==> src/rtl/hist_pingpong_builder_if.sv <==
// Event-in / readout-out bundle of the ping-pong histogram builder.
// The builder takes the slave side; the event source and the readout
// consumer take the master side.
interface hist_pingpong_builder_if #(
    parameter int BIN_AW = 3,
    parameter int CNT_W  = 8
);
    logic              wr_en;
    logic [BIN_AW-1:0] addr;
    logic              wr_ready;
    logic              his_num;
    logic              acq_done;
    logic              hist_done;
    logic              overrun;
    logic              out_valid;
    logic              out_ready;
    logic [BIN_AW-1:0] out_bin;
    logic [CNT_W-1:0]  out_count;
    logic              out_last;

    modport master (
        output wr_en, addr, out_ready,
        input  wr_ready, his_num, acq_done, hist_done, overrun,
               out_valid, out_bin, out_count, out_last
    );

    modport slave (
        input  wr_en, addr, out_ready,
        output wr_ready, his_num, acq_done, hist_done, overrun,
               out_valid, out_bin, out_count, out_last
    );
endinterface

==> src/rtl/hist_pingpong_builder.sv <==
// Ping-pong histogram builder: accumulates per-bin photon counts into one
// of two banks while the other, finished bank is streamed out and cleared.
module hist_pingpong_builder #(
    parameter int BIN_AW    = 3,
    parameter int CNT_W     = 8,
    parameter int DATA_NUM  = 2,
    parameter int PIXEL_NUM = 200,
    parameter int ACQ_NUM   = 33333
) (
    input logic                    clk,
    input logic                    res,
    hist_pingpong_builder_if.slave bus
);
    localparam int NBINS = 1 << BIN_AW;
    localparam int IN_W  = $clog2(DATA_NUM) + 1;
    localparam int PIX_W = $clog2(PIXEL_NUM) + 1;
    localparam int ACQ_W = $clog2(ACQ_NUM) + 1;

    localparam logic [IN_W-1:0]   IN_MAX   = IN_W'(DATA_NUM - 1);
    localparam logic [PIX_W-1:0]  PIX_MAX  = PIX_W'(PIXEL_NUM - 1);
    localparam logic [ACQ_W-1:0]  ACQ_MAX  = ACQ_W'(ACQ_NUM - 1);
    localparam logic [CNT_W-1:0]  CNT_SAT  = '1;
    localparam logic [BIN_AW-1:0] BIN_LAST = '1;

    // ACC: accumulating, nothing to drain. DRAIN: accumulating while the
    // other bank streams out. HOLD: a second histogram finished before the
    // drain did, so input is stalled until the drain completes.
    typedef enum logic [1:0] {ACC, DRAIN, HOLD} state_t;

    state_t state_q, state_d;

    logic [CNT_W-1:0]  bank [2][NBINS];
    logic [IN_W-1:0]   input_cnt;
    logic [PIX_W-1:0]  pixel_cnt;
    logic [ACQ_W-1:0]  acq_cnt;

    logic              his_num;
    logic              overrun;
    logic              acq_done;
    logic              hist_done;

    logic              s0_valid;
    logic [BIN_AW-1:0] s0_addr;
    logic              s0_tag;
    logic [CNT_W-1:0]  s0_rd;
    logic [CNT_W-1:0]  s0_inc;

    logic              out_valid;
    logic [BIN_AW-1:0] out_bin;
    logic              out_last;
    logic [1:0]        start_dly;
    logic              drain_bank;

    logic              wr_ready;
    logic              accept;
    logic              in_wrap;
    logic              pix_wrap;
    logic              hist_evt;
    logic              beat;
    logic              last_beat;
    logic              toggle_his;
    logic              start_drain;
    logic              set_overrun;

    // Event acceptance, counter wrap detection and readout handshake decode.
    always_comb begin
        wr_ready   = (state_q != HOLD);
        accept     = bus.wr_en & wr_ready;
        in_wrap    = accept & (input_cnt == IN_MAX);
        pix_wrap   = in_wrap & (pixel_cnt == PIX_MAX);
        hist_evt   = pix_wrap & (acq_cnt == ACQ_MAX);
        drain_bank = ~his_num;
        out_last   = out_valid & (out_bin == BIN_LAST);
        beat       = out_valid & bus.out_ready;
        last_beat  = beat & out_last;
        // The write of event t lands on the edge that registers event t+1,
        // so a same-bin follower already reads the updated value here.
        s0_rd      = bank[s0_tag][s0_addr];
        s0_inc     = (s0_rd == CNT_SAT) ? s0_rd : s0_rd + CNT_W'(1);
    end

    // FSM state register.
    always_ff @(posedge clk or posedge res) begin
        if (res) begin
            state_q <= ACC;
        end else begin
            // NOTE: every clocked assignment is non-blocking so all registers
            // update from the same pre-edge values, whatever the statement order.
            state_q <= state_d;
        end
    end

    // Next state plus bank-swap / drain-start / overrun decisions.
    always_comb begin
        // NOTE: every output gets a default first, so no path leaves a
        // signal unassigned and no latch is inferred.
        state_d     = state_q;
        toggle_his  = 1'b0;
        start_drain = 1'b0;
        set_overrun = 1'b0;
        unique case (state_q)
            ACC: begin
                if (hist_evt) begin
                    toggle_his  = 1'b1;
                    start_drain = 1'b1;
                    state_d     = DRAIN;
                end
            end
            DRAIN: begin
                if (hist_evt && last_beat) begin
                    // Old bank empties on this very edge: swap straight over.
                    toggle_his  = 1'b1;
                    start_drain = 1'b1;
                end else if (hist_evt) begin
                    set_overrun = 1'b1;
                    state_d     = HOLD;
                end else if (last_beat) begin
                    state_d     = ACC;
                end
            end
            HOLD: begin
                if (last_beat) begin
                    toggle_his  = 1'b1;
                    start_drain = 1'b1;
                    state_d     = DRAIN;
                end
            end
            default: state_d = ACC;
        endcase
    end

    // Event / pixel / acquisition counters.
    always_ff @(posedge clk or posedge res) begin
        if (res) begin
            input_cnt <= '0;
            pixel_cnt <= '0;
            acq_cnt   <= '0;
        end else if (accept) begin
            if (input_cnt == IN_MAX) begin
                input_cnt <= '0;
                if (pixel_cnt == PIX_MAX) begin
                    pixel_cnt <= '0;
                    if (acq_cnt == ACQ_MAX) acq_cnt <= '0;
                    else                    acq_cnt <= acq_cnt + ACQ_W'(1);
                end else begin
                    pixel_cnt <= pixel_cnt + PIX_W'(1);
                end
            end else begin
                input_cnt <= input_cnt + IN_W'(1);
            end
        end
    end

    // Bank select, sticky overrun and the boundary pulses.
    always_ff @(posedge clk or posedge res) begin
        if (res) begin
            his_num   <= 1'b0;
            overrun   <= 1'b0;
            acq_done  <= 1'b0;
            hist_done <= 1'b0;
        end else begin
            acq_done  <= pix_wrap;
            hist_done <= hist_evt;
            if (toggle_his)  his_num <= ~his_num;
            if (set_overrun) overrun <= 1'b1;
        end
    end

    // Stage 0 of the increment pipeline: capture bin address and bank tag.
    always_ff @(posedge clk or posedge res) begin
        if (res) begin
            s0_valid <= 1'b0;
            s0_addr  <= '0;
            s0_tag   <= 1'b0;
        end else begin
            s0_valid <= accept;
            s0_addr  <= bus.addr;
            s0_tag   <= his_num;
        end
    end

    // Bank storage: stage-1 saturating write and clear-on-read of drained bins.
    always_ff @(posedge clk or posedge res) begin
        if (res) begin
            // NOTE: the banks are plain flops, so reset can clear them; a RAM
            // macro would instead need a clearing sweep after reset.
            for (int b = 0; b < NBINS; b++) begin
                bank[0][b] <= '0;
                bank[1][b] <= '0;
            end
        end else begin
            if (s0_valid) bank[s0_tag][s0_addr] <= s0_inc;
            if (beat)     bank[drain_bank][out_bin] <= '0;
        end
    end

    // Readout sequencer: two-cycle start delay so the final increment of the
    // finished bank has landed, then one bin per accepted beat.
    always_ff @(posedge clk or posedge res) begin
        if (res) begin
            start_dly <= '0;
            out_valid <= 1'b0;
            out_bin   <= '0;
        end else begin
            if (start_drain) begin
                start_dly <= 2'd2;
            end else if (start_dly != 2'd0) begin
                start_dly <= start_dly - 2'd1;
                if (start_dly == 2'd1) out_valid <= 1'b1;
            end
            if (beat) begin
                if (out_last) begin
                    out_valid <= 1'b0;
                    out_bin   <= '0;
                end else begin
                    out_bin   <= out_bin + BIN_AW'(1);
                end
            end
        end
    end

    assign bus.wr_ready  = wr_ready;
    assign bus.his_num   = his_num;
    assign bus.acq_done  = acq_done;
    assign bus.hist_done = hist_done;
    assign bus.overrun   = overrun;
    assign bus.out_valid = out_valid;
    assign bus.out_bin   = out_bin;
    assign bus.out_count = bank[drain_bank][out_bin];
    assign bus.out_last  = out_last;
endmodule

==> src/flat_wrapper.sv <==
// flat-port wrapper written by rule: the top's interface ports become plain ports
module hist_pingpong_builder_flat 
#(
    parameter int BIN_AW    = 3,
    parameter int CNT_W     = 8,
    parameter int DATA_NUM  = 2,
    parameter int PIXEL_NUM = 200,
    parameter int ACQ_NUM   = 33333
)
  (clk, res, bus_wr_en, bus_addr, bus_out_ready, bus_wr_ready, bus_his_num, bus_acq_done, bus_hist_done, bus_overrun, bus_out_valid, bus_out_bin, bus_out_count, bus_out_last);
  hist_pingpong_builder_if #(.BIN_AW(BIN_AW), .CNT_W(CNT_W)) bus_i ();
  input logic clk;
  input logic res;
  input wire logic [$bits(bus_i.wr_en)-1:0] bus_wr_en;
  input wire logic [$bits(bus_i.addr)-1:0] bus_addr;
  input wire logic [$bits(bus_i.out_ready)-1:0] bus_out_ready;
  output wire logic [$bits(bus_i.wr_ready)-1:0] bus_wr_ready;
  output wire logic [$bits(bus_i.his_num)-1:0] bus_his_num;
  output wire logic [$bits(bus_i.acq_done)-1:0] bus_acq_done;
  output wire logic [$bits(bus_i.hist_done)-1:0] bus_hist_done;
  output wire logic [$bits(bus_i.overrun)-1:0] bus_overrun;
  output wire logic [$bits(bus_i.out_valid)-1:0] bus_out_valid;
  output wire logic [$bits(bus_i.out_bin)-1:0] bus_out_bin;
  output wire logic [$bits(bus_i.out_count)-1:0] bus_out_count;
  output wire logic [$bits(bus_i.out_last)-1:0] bus_out_last;
  assign bus_i.wr_en = bus_wr_en;
  assign bus_i.addr = bus_addr;
  assign bus_i.out_ready = bus_out_ready;
  assign bus_wr_ready = bus_i.wr_ready;
  assign bus_his_num = bus_i.his_num;
  assign bus_acq_done = bus_i.acq_done;
  assign bus_hist_done = bus_i.hist_done;
  assign bus_overrun = bus_i.overrun;
  assign bus_out_valid = bus_i.out_valid;
  assign bus_out_bin = bus_i.out_bin;
  assign bus_out_count = bus_i.out_count;
  assign bus_out_last = bus_i.out_last;
  hist_pingpong_builder #(.BIN_AW(BIN_AW), .CNT_W(CNT_W), .DATA_NUM(DATA_NUM), .PIXEL_NUM(PIXEL_NUM), .ACQ_NUM(ACQ_NUM)) u_core (.clk(clk), .res(res), .bus(bus_i));
endmodule
==> config.mk <==
export PLATFORM = sky130hd
export DESIGN_NAME = hist_pingpong_builder_flat
export DESIGN_NICKNAME = d
export VERILOG_FILES = /design/src/rtl/hist_pingpong_builder_if.sv /design/src/rtl/hist_pingpong_builder.sv /design/src/flat_wrapper.sv
export SDC_FILE = /design/constraint.sdc
export NUM_CORES = 1
export LEC_CHECK = 0
export ABC_AREA = 1
export BUFFER_PORTS_ARGS = -buffer_cell sky130_fd_sc_hd__clkbuf_2
export CORE_ASPECT_RATIO = 1.4
export CORE_MARGIN = 2
export CORE_UTILIZATION = 35
export DETAILED_ROUTE_END_ITERATION = 7
export PLACE_DENSITY = 0.6
export SKIP_LAST_GASP = 1
export SLEW_MARGIN = 20
export SYNTH_ARGS = -nofsm -noshare
export SYNTH_HDL_FRONTEND = slang
export SYNTH_SLANG_ARGS = --single-unit
export TNS_END_PERCENT = 50
==> constraint.sdc <==
create_clock -name clk -period 6.5 [get_ports clk]
set_input_delay 1.3 -clock clk [delete_from_list [all_inputs] [get_ports clk]]
set_output_delay 1.3 -clock clk [all_outputs]
set_load 0.02 [all_outputs]
==> summary.md <==
| Metric | Value |
|---|---|
| Area grow syn2layout | `8.72%` |
| Horizontal die dimension | `153 um` |
| Clock Root Buffer | `sky130_fd_sc_hd__clkbuf_16` |
| R2r startpoint | `u_core.s0_tag` |
| Antenna-violating nets left | `0` |
| Via density per instance | `5.37` |
| Mapped Avg Cell Area | `6.72 um^2` |
| Setup TNS | `0 ns` |
| Part of the power in the clock network | `17.8%` |
| Startpoint kind of the worst setup timing path | `flip-flop` |
| Top achievable clock speed | `0.209 GHz` |
| Flop pwr share | `31.3%` |
| Share of the synthesized area in the top cell type | `39.7%` |
| Clock Pin Slew Worst Setup and Hold Paths | `0.08 ns` |
| Max-capacitance violation count | `0` |
| Yosys reg bits | `173` |
| Number of sinks driven by the clock tree | `173` |
| Count of unique library cells instantiated by Yosys | `43` |
| Number of I/O port buffers | `24` |
| Number of failing hold endpoints at the final stage | `0` |
| Worst setup path class | `reg2out` |
| Path category of the worst min-delay check | `reg2reg` |
| Number of pins with negative max-slew slack in the final report | `0` |
| Slew at the pin closest to its max-slew limit | `1.15 ns` |
| Maximum fanout encountered on the critical timing path | `19` |
| Worst Reg2Reg Path Length in Cells | `14` |
| Number of buffers created by CTS | `17` |
| Total power per unit cell area | `505 nW/um^2` |
| Worst Hold Path EP | `u_core.bus.overrun` |
| Number of nets in the layout | `1628` |
| Share of total power consumed by net switching | `50.5%` |
| DR iter-0 viols | `826` |
| Overflow left after global routing | `0` |
| Number of vias after detailed routing | `10817` |
| Critical Path RT | `5.20 ns` |
| Largest net degree at the start of global routing | `100` |
| Final period demand of the worst path | `4.78 ns` |
| Via count of the first global-routing pass | `10654` |
| Post CTS Setup Buffer Count | `0` |
| Clk_lat worst skew | `0.46 ns` |
| Worst Clk Skew | `0.0174 ns` |
| Sw Pwr | `3020 uW` |
| Clock H-tree levels | `4` |
| Residual DRC count | `0` |
| Setup-violating endpoint count in the final report | `0` |
| Detailed Route WL | `38700 um` |
| Number of nets in the synthesized netlist | `1636` |
| Wire length per cell after detailed routing | `19.2 um` |
| Fraction of layout instances using a drive strength above 1 | `6.27%` |
| Result of the run | `finished, final reports clean` |
| Number of instances on the worst hold path | `2` |
| Global-route wire length before repair | `60100 um` |
| Worst setup EP type | `primary output` |
| Initial core utilization | `35.5%` |
| Unrepaired setup endpoints after global routing | `no` |
| Top cells by area in the synthesized netlist | `sky130_fd_sc_hd__dfrtp_1 40%, sky130_fd_sc_hd__nand2_1 14%, sky130_fd_sc_hd__inv_1 10%` |
| Boundary Pins | `25` |
| Syn. warnings | `0` |
| DRT Pass-1 Iters | `5` |
| Library cell with the largest summed area after synthesis | `sky130_fd_sc_hd__dfrtp_1` |
| Startpoint of the worst setup timing path | `u_core.bus.out_bin[0]` |
| Combinational fraction of design power | `50.9%` |
| Number of gates resized after CTS | `0` |
| Overall track demand over capacity in global routing | `24.2%` |
| Seq/Total Area, Yosys | `39.7%` |
| Number of filler cells placed in the layout | `3253` |
| Arrival time of data at the critical path endpoint | `3.48 ns` |
| Last weighted congestion value of the routability-driven placer | `0.957` |
| Die height | `213 um` |
| Register-to-register setup slack | `2.31 ns` |
| Num rows | `76` |
| Buffer depth of the longest clock path | `2` |
| Tcrit/Tclk final | `73.5%` |
| Cells after synthesis | `1622` |
| Leak | `0.00623 uW` |
| Core area | `30700 um^2` |
| Die Outline Area | `32600 um^2` |
| TritonCTS clock tree | `yes` |
| Synth Cell Area | `10900 um^2` |
| Post-detailed-placement half-perimeter wirelength | `26400 um` |
| Reg2Reg Capture Point | `u_core.bank[55]` |
| Area used by multi-input combinational logic | `5110 um^2` |
| Antenna violations before repair | `0` |
| Hold path startpoint | `u_core.bus.overrun` |
| Register Area | `4330 um^2` |
| Pint | `2960 uW` |
| Highest-count cells in the layout ignoring fill and taps | `396 x sky130_fd_sc_hd__nand2_1, 293 x sky130_fd_sc_hd__inv_1, 171 x sky130_fd_sc_hd__dfrtp_1` |
| Quantity of hold-fixing buffers added after cts | `0` |
| Maximum vdd drop | `0.177 mV` |
| Leading cell type in the layout, fill and taps excluded | `sky130_fd_sc_hd__nand2_1` |
| Count of antenna diodes in the layout | `0` |
| Tightest hold margin | `0.479 ns` |
| Worst slew margin relative to its limit | `23.1%` |
[Yosys cell counts, drive strengths merged]
library cell,number
o31ai,1
nand2,408
xnor2,1
nand3,121
a22oi,5
clkinv,8
o221ai,1
o22ai,24
o21ai,122
a221oi,8
o21a,1
dfrtp,173
or4,1
nand4,41
o32a,1
buf,36
nor4,6
or2,3
inv,298
clkbuf,22
o21bai,1
and3,1
nor3,12
mux2,1
a21oi,136
nor2,167
xor2,10
ha,7
a211oi,2
o211ai,4
[worst max path at each step]
stage | to | cells after the start | slack, ns
finish | bus_out_count[3] | 7 | 1.72
global route | bus_out_count[3] | 7 | 1.61
CTS | bus_out_count[6] | 7 | 1.84
detailed placement | bus_out_count[3] | 7 | 2.33
global placement | u_core.bank[34] | 14 | 2.40
floorplan | u_core.acq_cnt[0] | 1 | 0.51
[through the flow]
stage | area (um^2) | power, uW | cells | utilization, % | setup slack [ns]
after floorplan | 10900 | 3870 | 1622 | - | 0.512
after CTS | 11900 | 5940 | 2016 | 38.6 | 1.84
after global placement | 11300 | 4810 | 1985 | 36.7 | 2.40
after global routing | 11900 | 6400 | 2016 | 38.6 | 1.61
after detailed placement | 11300 | 4860 | 1985 | 36.7 | 2.33
final | 11900 | 5990 | 2016 | 38.6 | 1.72
[sequential cells by signal (all words and copies together) (netlist names)]
register              count
u_core.s0_tag             1
u_core.bank             128
u_core.s0_valid           1
u_core.pixel_cnt          9
u_core.bus.out_bin        3
u_core.bus.hist_done      1
u_core.bus.out_valid      1
u_core.bus.overrun        1
u_core.bus.his_num        1
u_core.state_q            2
u_core.start_dly          2
u_core.input_cnt          2
u_core.s0_addr            3
u_core.acq_cnt           17
u_core.bus.acq_done       1
[area by class of cell]
cell class | instances | share of cell area [%]
multi-input cells | 1085 | 43.1
flip-flops and latches | 173 | 36.5
inverters | 306 | 9.73
well taps | 390 | 4.12
clock buffers | 17 | 3.59
repair buffers | 31 | 1.56
clock inverters | 14 | 1.34
[worst max-delay path, stage by stage, from the launching register on]
cell and delay [ns]:
sky130_fd_sc_hd__dfrtp_1 0.93, sky130_fd_sc_hd__clkinv_1 0.76, sky130_fd_sc_hd__nor2_1 0.38, sky130_fd_sc_hd__inv_1 0.18
sky130_fd_sc_hd__o22ai_1 0.28, sky130_fd_sc_hd__a221oi_1 0.10, sky130_fd_sc_hd__nand3_1 0.17, sky130_fd_sc_hd__clkbuf_2 0.19
[cell families after synthesis]
group,Yosys count,synth area share [%]
flip-flops,173,39.7
multiplexers,1,0.103
buffers and inverters,364,13.4
AO/OA/AOI/OAI,306,15.1
adder cells (fa/ha/maj),7,0.803
XOR/XNOR,11,0.884
AND/OR/NAND/NOR,760,30.0
[power by group through the flow]
| stage | Combinational (uW) | Clock (uW) | Sequential, uW |
|---|---|---|---|
| 3_3_place_gp | 2940 | 0 | 1860 |
| 2_1_floorplan | 2140 | 0 | 1730 |
| 5_1_grt | 3360 | 1120 | 1920 |
| 4_1_cts | 2990 | 1090 | 1860 |
| 3_5_place_dp | 2980 | 0 | 1880 |
| 6_report | 3050 | 1070 | 1870 |
[routing by layer]
layer | up-vias | track usage, % | wire, um
li1 | 5131 | - | -
met1 | 5093 | 27.6 | 14800
met2 | 464 | 40.6 | 18500
met3 | 129 | 4.95 | 2710
met4 | 0 | 17.0 | 2710
met5 | - | 0 | 0
Note: power is estimated with default switching activity, not from simulation.
